### src/rtl/pattern_det_pkg.sv
// Shared definitions for the serial pattern detection controller:
// FSM state encodings and default widths.
package pattern_det_pkg;

  localparam int PAT_W_DEF  = 4;
  localparam int WORD_W_DEF = 8;
  localparam int CNT_W_DEF  = 8;

  typedef enum logic [1:0] {
    ST_IDLE  = 2'd0,
    ST_LOAD  = 2'd1,
    ST_SHIFT = 2'd2
  } state_t;

endpackage

### src/rtl/pattern_det_ctrl_if.sv
// Word stream into the pattern detection controller: valid/ready handshake.
interface pattern_det_ctrl_if
  import pattern_det_pkg::*;
#(
  parameter int WORD_W = WORD_W_DEF
);
  logic              s_valid;
  logic [WORD_W-1:0] s_data;
  logic              s_ready;

  modport master (output s_valid, output s_data, input s_ready);
  modport slave  (input s_valid, input s_data, output s_ready);
endinterface

### src/rtl/pattern_match_core.sv
// Serial matcher: shift history plus fill level, compared against the low
// len bits of the pattern. hit is combinational and only asserted with bit_en.
module pattern_match_core
  import pattern_det_pkg::*;
#(
  parameter  int PAT_W = PAT_W_DEF,
  localparam int LEN_W = $clog2(PAT_W + 1)
) (
  input  logic             clk,
  input  logic             rst_n,
  input  logic             bit_in,
  input  logic             bit_en,
  input  logic             clr,
  input  logic [LEN_W-1:0] len,
  input  logic [PAT_W-1:0] pattern,
  input  logic             overlap,
  output logic             hit
);

  logic [PAT_W-1:0] hist_q, hist_n, mask;
  logic [LEN_W-1:0] fill_q, fill_n;

  always_comb begin
    hist_n = {hist_q[PAT_W-2:0], bit_in};
    fill_n = (fill_q >= LEN_W'(PAT_W)) ? LEN_W'(PAT_W) : fill_q + LEN_W'(1);
    for (int i = 0; i < PAT_W; i++) begin
      mask[i] = (i < int'(len));
    end
    hit = bit_en && (fill_n >= len) && ((hist_n & mask) == (pattern & mask));
  end

  // Non-overlapping mode restarts the search from an empty history after a hit.
  always_ff @(posedge clk or negedge rst_n) begin
    if (!rst_n) begin
      hist_q <= '0;
      fill_q <= '0;
    end else if (clr) begin
      hist_q <= '0;
      fill_q <= '0;
    end else if (bit_en) begin
      if (hit && !overlap) begin
        hist_q <= '0;
        fill_q <= '0;
      end else begin
        hist_q <= hist_n;
        fill_q <= fill_n;
      end
    end
  end

endmodule

### src/rtl/pattern_det_ctrl.sv
// Sequencer for serial pattern detection: accepts words, serializes them
// MSB-first into the matcher, counts hits and ends the run at the target.
//   state    | meaning
//   ST_IDLE  | waiting for start, config may be re-latched
//   ST_LOAD  | s_ready high, waiting for the next word
//   ST_SHIFT | feeding one bit per cycle into the matcher
module pattern_det_ctrl
  import pattern_det_pkg::*;
#(
  parameter  int PAT_W  = PAT_W_DEF,
  parameter  int WORD_W = WORD_W_DEF,
  parameter  int CNT_W  = CNT_W_DEF,
  localparam int LEN_W  = $clog2(PAT_W + 1),
  localparam int IDX_W  = $clog2(WORD_W)
) (
  input  logic             clk,
  input  logic             rst_n,
  input  logic             start,
  input  logic             abort,
  input  logic [PAT_W-1:0] cfg_pattern,
  input  logic [LEN_W-1:0] cfg_len,
  input  logic             cfg_overlap,
  input  logic [CNT_W-1:0] cfg_target,
  pattern_det_ctrl_if.slave s_if,
  output logic             busy,
  output logic             det_pulse,
  output logic [CNT_W-1:0] det_count,
  output logic             done,
  output logic             cfg_err
);

  state_t            state_q, state_d;
  logic [WORD_W-1:0] word_q, word_d;
  logic [IDX_W-1:0]  idx_q, idx_d;
  logic [CNT_W-1:0]  cnt_d;
  logic [PAT_W-1:0]  pat_q, pat_d;
  logic [LEN_W-1:0]  len_q, len_d;
  logic              ovl_q, ovl_d;
  logic [CNT_W-1:0]  tgt_q, tgt_d;
  logic [CNT_W:0]    cnt_inc;
  logic              det_d, done_d, err_d, clr, bit_en, hit, len_ok, ready_q;

  assign len_ok  = (cfg_len != '0) && (cfg_len <= LEN_W'(PAT_W));
  assign bit_en  = (state_q == ST_SHIFT) && !abort;
  assign cnt_inc = {1'b0, det_count} + (CNT_W + 1)'(1);
  assign s_if.s_ready = ready_q;

  pattern_match_core #(.PAT_W(PAT_W)) u_core (
    .clk     (clk),
    .rst_n   (rst_n),
    .bit_in  (word_q[WORD_W-1]),
    .bit_en  (bit_en),
    .clr     (clr),
    .len     (len_q),
    .pattern (pat_q),
    .overlap (ovl_q),
    .hit     (hit)
  );

  always_comb begin
    state_d = state_q;
    word_d  = word_q;
    idx_d   = idx_q;
    cnt_d   = det_count;
    pat_d   = pat_q;
    len_d   = len_q;
    ovl_d   = ovl_q;
    tgt_d   = tgt_q;
    det_d   = 1'b0;
    done_d  = 1'b0;
    err_d   = 1'b0;
    clr     = 1'b0;
    if (abort) begin
      state_d = ST_IDLE;
    end else begin
      case (state_q)
        ST_IDLE: begin
          if (start && len_ok) begin
            pat_d   = cfg_pattern;
            len_d   = cfg_len;
            ovl_d   = cfg_overlap;
            tgt_d   = cfg_target;
            cnt_d   = '0;
            clr     = 1'b1;
            state_d = ST_LOAD;
          end else if (start) begin
            err_d = 1'b1;
          end
        end
        ST_LOAD: begin
          if (s_if.s_valid) begin
            word_d  = s_if.s_data;
            idx_d   = '0;
            state_d = ST_SHIFT;
          end
        end
        ST_SHIFT: begin
          // The word register shifts left so the current bit is always its MSB.
          word_d = word_q << 1;
          idx_d  = idx_q + IDX_W'(1);
          if (idx_q == IDX_W'(WORD_W - 1)) state_d = ST_LOAD;
          if (hit) begin
            det_d = 1'b1;
            if (det_count != {CNT_W{1'b1}}) cnt_d = cnt_inc[CNT_W-1:0];
            if ((tgt_q != '0) && (cnt_inc == {1'b0, tgt_q})) begin
              done_d  = 1'b1;
              state_d = ST_IDLE;
            end
          end
        end
        default: state_d = ST_IDLE;
      endcase
    end
  end

  always_ff @(posedge clk or negedge rst_n) begin
    if (!rst_n) begin
      state_q   <= ST_IDLE;
      word_q    <= '0;
      idx_q     <= '0;
      pat_q     <= '0;
      len_q     <= '0;
      ovl_q     <= 1'b0;
      tgt_q     <= '0;
      det_count <= '0;
      det_pulse <= 1'b0;
      done      <= 1'b0;
      cfg_err   <= 1'b0;
      busy      <= 1'b0;
      ready_q   <= 1'b0;
    end else begin
      state_q   <= state_d;
      word_q    <= word_d;
      idx_q     <= idx_d;
      pat_q     <= pat_d;
      len_q     <= len_d;
      ovl_q     <= ovl_d;
      tgt_q     <= tgt_d;
      det_count <= cnt_d;
      det_pulse <= det_d;
      done      <= done_d;
      cfg_err   <= err_d;
      busy      <= (state_d != ST_IDLE);
      ready_q   <= (state_d == ST_LOAD);
    end
  end

endmodule

### src/flat_wrapper.sv
// flat-port wrapper written by rule: the top's interface ports become plain ports
module pattern_det_ctrl_flat import pattern_det_pkg::*;
#(
  parameter  int PAT_W  = PAT_W_DEF,
  parameter  int WORD_W = WORD_W_DEF,
  parameter  int CNT_W  = CNT_W_DEF,
  localparam int LEN_W  = $clog2(PAT_W + 1),
  localparam int IDX_W  = $clog2(WORD_W)
)
  (clk, rst_n, start, abort, cfg_pattern, cfg_len, cfg_overlap, cfg_target, busy, det_pulse, det_count, done, cfg_err, s_if_s_valid, s_if_s_data, s_if_s_ready);
  pattern_det_ctrl_if #(.WORD_W(WORD_W)) s_if_i ();
  input  logic clk;
  input  logic rst_n;
  input  logic start;
  input  logic abort;
  input  logic [PAT_W-1:0] cfg_pattern;
  input  logic [LEN_W-1:0] cfg_len;
  input  logic cfg_overlap;
  input  logic [CNT_W-1:0] cfg_target;
  output logic busy;
  output logic det_pulse;
  output logic [CNT_W-1:0] det_count;
  output logic done;
  output logic cfg_err;
  input wire logic [$bits(s_if_i.s_valid)-1:0] s_if_s_valid;
  input wire logic [$bits(s_if_i.s_data)-1:0] s_if_s_data;
  output wire logic [$bits(s_if_i.s_ready)-1:0] s_if_s_ready;
  assign s_if_i.s_valid = s_if_s_valid;
  assign s_if_i.s_data = s_if_s_data;
  assign s_if_s_ready = s_if_i.s_ready;
  pattern_det_ctrl #(.PAT_W(PAT_W), .WORD_W(WORD_W), .CNT_W(CNT_W)) u_core (.clk(clk), .rst_n(rst_n), .start(start), .abort(abort), .cfg_pattern(cfg_pattern), .cfg_len(cfg_len), .cfg_overlap(cfg_overlap), .cfg_target(cfg_target), .s_if(s_if_i), .busy(busy), .det_pulse(det_pulse), .det_count(det_count), .done(done), .cfg_err(cfg_err));
endmodule
### config.mk
export PLATFORM = sky130hd
export DESIGN_NAME = pattern_det_ctrl_flat
export DESIGN_NICKNAME = d
export VERILOG_FILES = /design/src/rtl/pattern_det_pkg.sv /design/src/rtl/pattern_det_ctrl_if.sv /design/src/rtl/pattern_match_core.sv /design/src/rtl/pattern_det_ctrl.sv /design/src/flat_wrapper.sv
export SDC_FILE = /design/constraint.sdc
export NUM_CORES = 1
export LEC_CHECK = 0
export CAP_MARGIN = 25
export CORE_MARGIN = 4
export CORE_UTILIZATION = 50
export CTS_CLUSTER_DIAMETER = 150
export DETAILED_ROUTE_END_ITERATION = 6
export PLACE_DENSITY = 0.71
export SLEW_MARGIN = 40
export SYNTH_ARGS = -nofsm -noshare
export SYNTH_HDL_FRONTEND = slang
export SYNTH_HIERARCHICAL = 1
export SYNTH_SLANG_ARGS = --single-unit
### constraint.sdc
create_clock -name clk -period 3.2 [get_ports clk]
set_input_delay 0.32 -clock clk [delete_from_list [all_inputs] [get_ports clk]]
set_output_delay 0.32 -clock clk [all_outputs]
set_load 0.1 [all_outputs]
======== After elaboration in Yosys (flattened, before gate mapping) ========
Cells that the tools add are included.
storage, ports and cells
  output and inout bits ................... 13
  word-level logic and storage cells ...... 94
  bits of input ports ..................... 29
  bits in registers ....................... 48
cells by class
  $lt $le $gt $ge ......................... 7
  add/sub/neg operators ................... 3
  reduce and logical (&&, ||, !) cells .... 19
  muxes and demuxes ....................... 36
  eq/ne operators ......................... 11
  bitwise operators ....................... 3
operators with widths
  operator             count
  $mux 8               4
  $pmux 8 s2           2
  $mux 3               8
  $mux 1               14
  $mux 2               6
  $add 8x1->9 const B  1
  $eq 9x8->1           1
  $and 4x4->4          2
  $ne 8x8->1 const B   1
  $reduce_bool 2->1    4
  $reduce_bool 8->1    1
  $logic_and 1x1->1    7
  $add 3x1->3 const B  2
  $lt 1x3->1 const A   2
  $lt 2x3->1 const A   2
  $pmux 2 s3           1
  $pmux 3 s2           1
  $reduce_and 3->1     2
  $reduce_and 5->1     1
  $eq 2x1->1 const B   2
  $eq 4x4->1           1
  $ne 2x1->1 const B   2
  $ne 2x2->1 const B   2
  $eq 3x3->1 const B   1
  8 further kinds      9

======== Depth between registers and ports, before layout ========
Gate-level depths: netlist of run 1.
  depth in word-level cells ............... 9
  depth in mapped cells ................... 13
  mapped depth without buffers ............ 12

======== Modules after synthesis ========
The synthesis of run 1 kept the hierarchy.
by module, submodules not included
  module              area each (um2)  sequential area each (um2)  times used  cells an instance
  pattern_det_ctrl    2123.3           1051.0                      1           223
  pattern_match_core  471.7            150.1                       1           51

======== Least setup slack after synthesis of run 1 ========
No wires, ideal clock.
  path kind ............................... register -> register
  from .................................... register u_core.u_core.fill_q[0]
  to ...................................... register u_core.busy
  setup time .............................. 0.145 ns
  slack ................................... 0.379 ns
  clock period less this slack ............ 2.821 ns
  required time ........................... 3.055 ns
  buffers on the path ..................... 0
  arrival time ............................ 2.676 ns
  cell stages (with the launch flop) ...... 12
  cells stage by stage .................... dfrtp_1 -> ha_1 -> or2_2 -> ha_1 -> nand2_1 -> o21ai_0 -> o21ai_1 -> nor2_1 -> nand3_1 -> or4_4 -> a2111oi_4 -> o32ai_1
on the way
  longest elaborated chain between the ends .. 9
  elaborated cells on any way between the ends .. 10
  classes of those cells .................. add/sub: 1; order compare: 2; mux: 4; reduce/logical: 3
ends and longest elaborated chain
  what                                       line                      RTL
  start, declared                            pattern_match_core.sv:21  logic [LEN_W-1:0] fill_q, fill_n;
  start signal, assigned                     pattern_match_core.sv:46  fill_q <= fill_n;
  $add 3x1->3 or $ge 3x3->1 (tied branches)  pattern_match_core.sv:25  fill_n = (fill_q >= LEN_W'(PAT_W)) ? LEN_W'(PAT_W) : fill_q + LEN_W'(1);
  $mux 3 (*)                                 pattern_match_core.sv:25
  $ge 3x3->1 (*)                             pattern_match_core.sv:29  hit = bit_en && (fill_n >= len) && ((hist_n & mask) == (pattern & mask));
  $logic_and 1x1->1 (*) (2 in series)        pattern_match_core.sv:29
  net u_core.hit                             pattern_det_ctrl.sv:41    logic det_d, done_d, err_d, clr, bit_en, hit, len_ok, ready_q;
  $mux 2 (*)                                 pattern_det_ctrl.sv:102   if (hit) begin
  $pmux 2 s3 (*)                             pattern_det_ctrl.sv:76    case (state_q)
  $mux 2 (*)                                 pattern_det_ctrl.sv:73    if (abort) begin
  $reduce_bool 2->1 (*)                      pattern_det_ctrl.sv:143   busy <= (state_d != ST_IDLE);
  end signal, assigned                       pattern_det_ctrl.sv:143
  end, declared                              pattern_det_ctrl.sv:25    output logic busy,
Mark *: on every way through the listed nets, which the timed path passes. The rest lies on a longest branch.
A chain may end at the register's enable or synchronous reset.

======== Final worst setup path of run 1 ========
Ends and elaborated chain as after synthesis.

==> run_results.csv, run 1 <==
group,metric,value,unit
run_status,status,"finished clean",
sta,worst_pin_slew,0.644,ns
global_routing,grt_pass1_wl,9890,um
sta,drv_slew,0,
floorplan,die_w,80.0,um
power,ir_drop,329,uV
worst_setup_path,arrival,3.04,ns
placement,dpl.hpwl,4110,um
power,p_per_area,551,mW/mm2
cells_and_area,drive_gt1_share,13.9,%
cells_and_area,area_growth,21.1,%
sta,clock.fmax,0.346,GHz
yosys,synth_top_family_by_area,"simple AND/OR/NAND/NOR gates",
yosys,netlist_instances,274,
global_routing,grt_pass1_vias,2064,
worst_setup_path,reg2reg_setup_slack,0.31,ns
worst_setup_path,crit_path_start_kind,"flop",
yosys,async_reset_ff_share,100,%
placement,io_buffers,41,
worst_setup_path,r2r-end,"u_core/busy",
floorplan,core_area,0.00488,mm2
clock_network,cts_root_buffer,"clkbuf_8",
sta,fin_crit,2.89,ns
placement,place_area,0.00300,mm2
yosys,synth-seq-cells,48,
route,vias,2115,
cells_and_area,fin_nets,353,
sta,clock_skew,0.00888,ns
route,viasPerCell,5.52,
yosys,ys_seq_area_share,46.3,%
route,ant_nets,0,
yosys,synth.most_common_cell,"nand2_1",
floorplan,pin_count,42,
yosys,synth-adder-area-share,3.86,%
power,total_power,1.73,mW
yosys,mappedNetlistNets,311,
clock_network,clock_latency,0.30,ns
sta,setup_ws,0.310,ns
sta,setup_violations,0,
placement,post-place-ws,0.216,ns
worst_setup_path,critPathRequiredTime,3.35,ns
yosys,yosysWarnings,6,
power,internal_power,1.22,mW
sta,fin_setup_tns,0,ns
sta,slew_headroom,57.0,%
power,sw_frac_of_total,29.7,%
worst_setup_path,worstPathMaxFanout,5,
clock_network,htreeDepth,2,
clock_network,clock_sinks,48,
clock_network,cts_tree,"built",
floorplan,die_y,80.0,um
min_path,hold_path.class,"in2async",
cells_and_area,utilization,64.4,%
yosys,synth_top_area_cell,"dfrtp_1",
floorplan,start_util,53.2,%
run,drv_cap,0,
yosys,synth_top_area_share,46.3,%
sta,finalCritPeriodShare,90.3,%
yosys,synth.avg_cell_area,9.47,um2
placement,dpl.cell_count,375,
route,drc_errors,0,
global_routing,grt-ovfl-total,0,
floorplan,die_area,0.00641,mm2
clock_network,clkSlewWorstSetupHoldPaths,0.09,ns
yosys,syn-cell-area,0.00259,mm2
power,seq_power_share,48.2,%
sta,hold_viol,0,
placement,routabilityCongestion,0.857,
yosys,synth-xor-area-share,4.05,%
worst_setup_path,reg2reg_depth,11,
global_routing,antenna_found_initial,0,
worst_setup_path,crit_end,"u_core/busy",
clock_network,cts_made_buffers,5,
yosys,synth-compound-area-share,15.9,%
route,wl_per_cell,14.6,um
route,drt-total-wl,5610,um
yosys,synthFlopType,"dfrtp_1",
yosys,synth-simple-area-share,21.7,%
cells_and_area,antenna_cells,0,
power,pwr-share-clk,29.2,%
sta,whs,0.492,ns
route,drtPass1Iterations,6,
power,power_switching,0.515,mW
worst_setup_path,cp-end-kind,"flop",
yosys,yosys.cell_types.count,52,
power,p_leak,1.45,nW
global_routing,grt_max_degree,30,
cells_and_area,fin_area,0.00314,mm2
sta,rsz0062_at_grt,"false",
worst_setup_path,r2r_start,"u_core/u_core/fill_q[0]",
global_routing,grt_use_total,19.5,%
cells_and_area,fin_cells,383,
yosys,synth_commonest_cells,"51 x nand2_1, 48 x dfrtp_1, 16 x a21oi_1",
worst_setup_path,path_class,"reg2reg",
route,drt_iter0_markers,75,
clock_network,cts_resized,0,
clock_network,cts.path.max_buffers,2,
worst_setup_path,crit_start,"u_core/u_core/fill_q[0]",
power,comb_power_share,22.7,%
floorplan,num_rows,25,
yosys,synth.area.top_cells,"dfrtp_1 46%, nand2_1 7.4%, ha_1 3.9%",
yosys,synth_mux_area_share,4.00,%
yosys,synth-edff-count,0,
## worst max-delay path: stages, from the launching register on
cell and delay, ns:
dfrtp_1 0.40, ha_1 0.21, or2_2 0.27, ha_1 0.29, nand2_1 0.05, o21ai_0 0.13, o21ai_1 0.14, nor2_1 0.19
nand3_1 0.10, or4_4 0.50, a2111oi_4 0.30, o32ai_1 0.16
## layout make-up
type	instances	area [um2]
timing repair buffer	47	398
clock inverter	2	60.1
tap	67	83.8
sequential	48	1200
clock buffer	5	68.8
multi-input combinational	202	1280
fill	444	1740
inverter	12	45.0
## power by group through the flow
stage          Sequential [mW]  Clock, mW  Combinational [mW]
6_report                 0.833      0.504               0.393
3_3_place_gp             0.839          0               0.384
4_1_cts                  0.832      0.521               0.396
5_1_grt                  0.852      0.543               0.453
3_5_place_dp             0.845          0               0.392
2_1_floorplan            0.837          0               0.265
## registers in the layout, indices dropped and copies added, names as in the netlist
signal and count:
u_core/s_if.s_ready 1, u_core/u_core/hist_q 3, u_core/busy 1, u_core/len_q 3, u_core/det_pulse 1, u_core/state_q 2
u_core/tgt_q 8, u_core/pat_q 4, u_core/u_core/fill_q 3, u_core/idx_q 3, u_core/word_q 8, u_core/det_count 8
u_core/cfg_err 1, u_core/done 1, u_core/ovl_q 1
## repair_timing
| item | in CTS | in global routing |
|---|---|---|
| endpoints found under the setup margin | 0 | 1 |
| endpoints found under the hold margin | 19 | 0 |
| setup buffers | 0 | 0 |
| hold buffers | 1 | 0 |
## worst min path at each step
stage          cells past startpoint  slack [ns]       startpoint          endpoint
2_1_floorplan                      0        0.02            rst_n       u_core/busy
3_3_place_gp                       1        0.29            rst_n  u_core/word_q[1]
3_5_place_dp                       1        0.30            rst_n  u_core/word_q[1]
4_1_cts                            2        0.50            rst_n       u_core/done
5_1_grt                            2        0.53  u_core/pat_q[0]   u_core/pat_q[0]
6_report                           2        0.49            rst_n       u_core/done
## kinds of logic (layout without fill, tap and decap cells)
kind of cell | count (synthesis) | in the layout
fa+ha+maj | 8 | 8
mux | 10 | 10
compound gates | 61 | 61
buf+inv | 24 | 66
flops | 48 | 48
xor+xnor | 12 | 12
simple gates | 111 | 111
## layout by cell type, fill, tap and decap left out, types with 3 or more instances in the layout
master / Yosys / routed
a21oi_1: 16 / 16
a31oi_1: 3 / 3
buf_2: 3 / 10
buf_4: 0 / 9
clkbuf_8: 0 / 5
clkdlybuf4s50_1: 0 / 27
dfrtp_1: 48 / 48
ha_1: 8 / 8
inv_1: 10 / 10
mux2_2: 3 / 3
mux2i_1: 7 / 7
nand2_1: 51 / 51
nand2b_1: 3 / 3
nand3_1: 9 / 9
nand4_1: 3 / 3
nor2_1: 13 / 13
nor2b_1: 4 / 4
nor3_1: 3 / 3
nor4_1: 3 / 3
o21ai_0: 15 / 15
o21ai_1: 3 / 3
o31ai_1: 8 / 8
o32ai_1: 3 / 3
or3b_2: 3 / 3
xnor2_1: 8 / 8
xor2_1: 4 / 4
## metal layers
layer  track usage [%]  up-vias  part of all wire [%]
li1                  -     1054                     -
met1              26.8     1004                    48
met2              30.2       47                    48
met3              4.51       10                   3.4
met4              6.76        0                   1.4
met5                 0        -                     0
Power figures use the tool's default switching activity.
==> inputs of run 2 (changes only) <==
Settings changed: CAP_MARGIN 25 to 5.
==> results of run 2 <==
Final layout, timing and power as in run 1 (identical DEF).
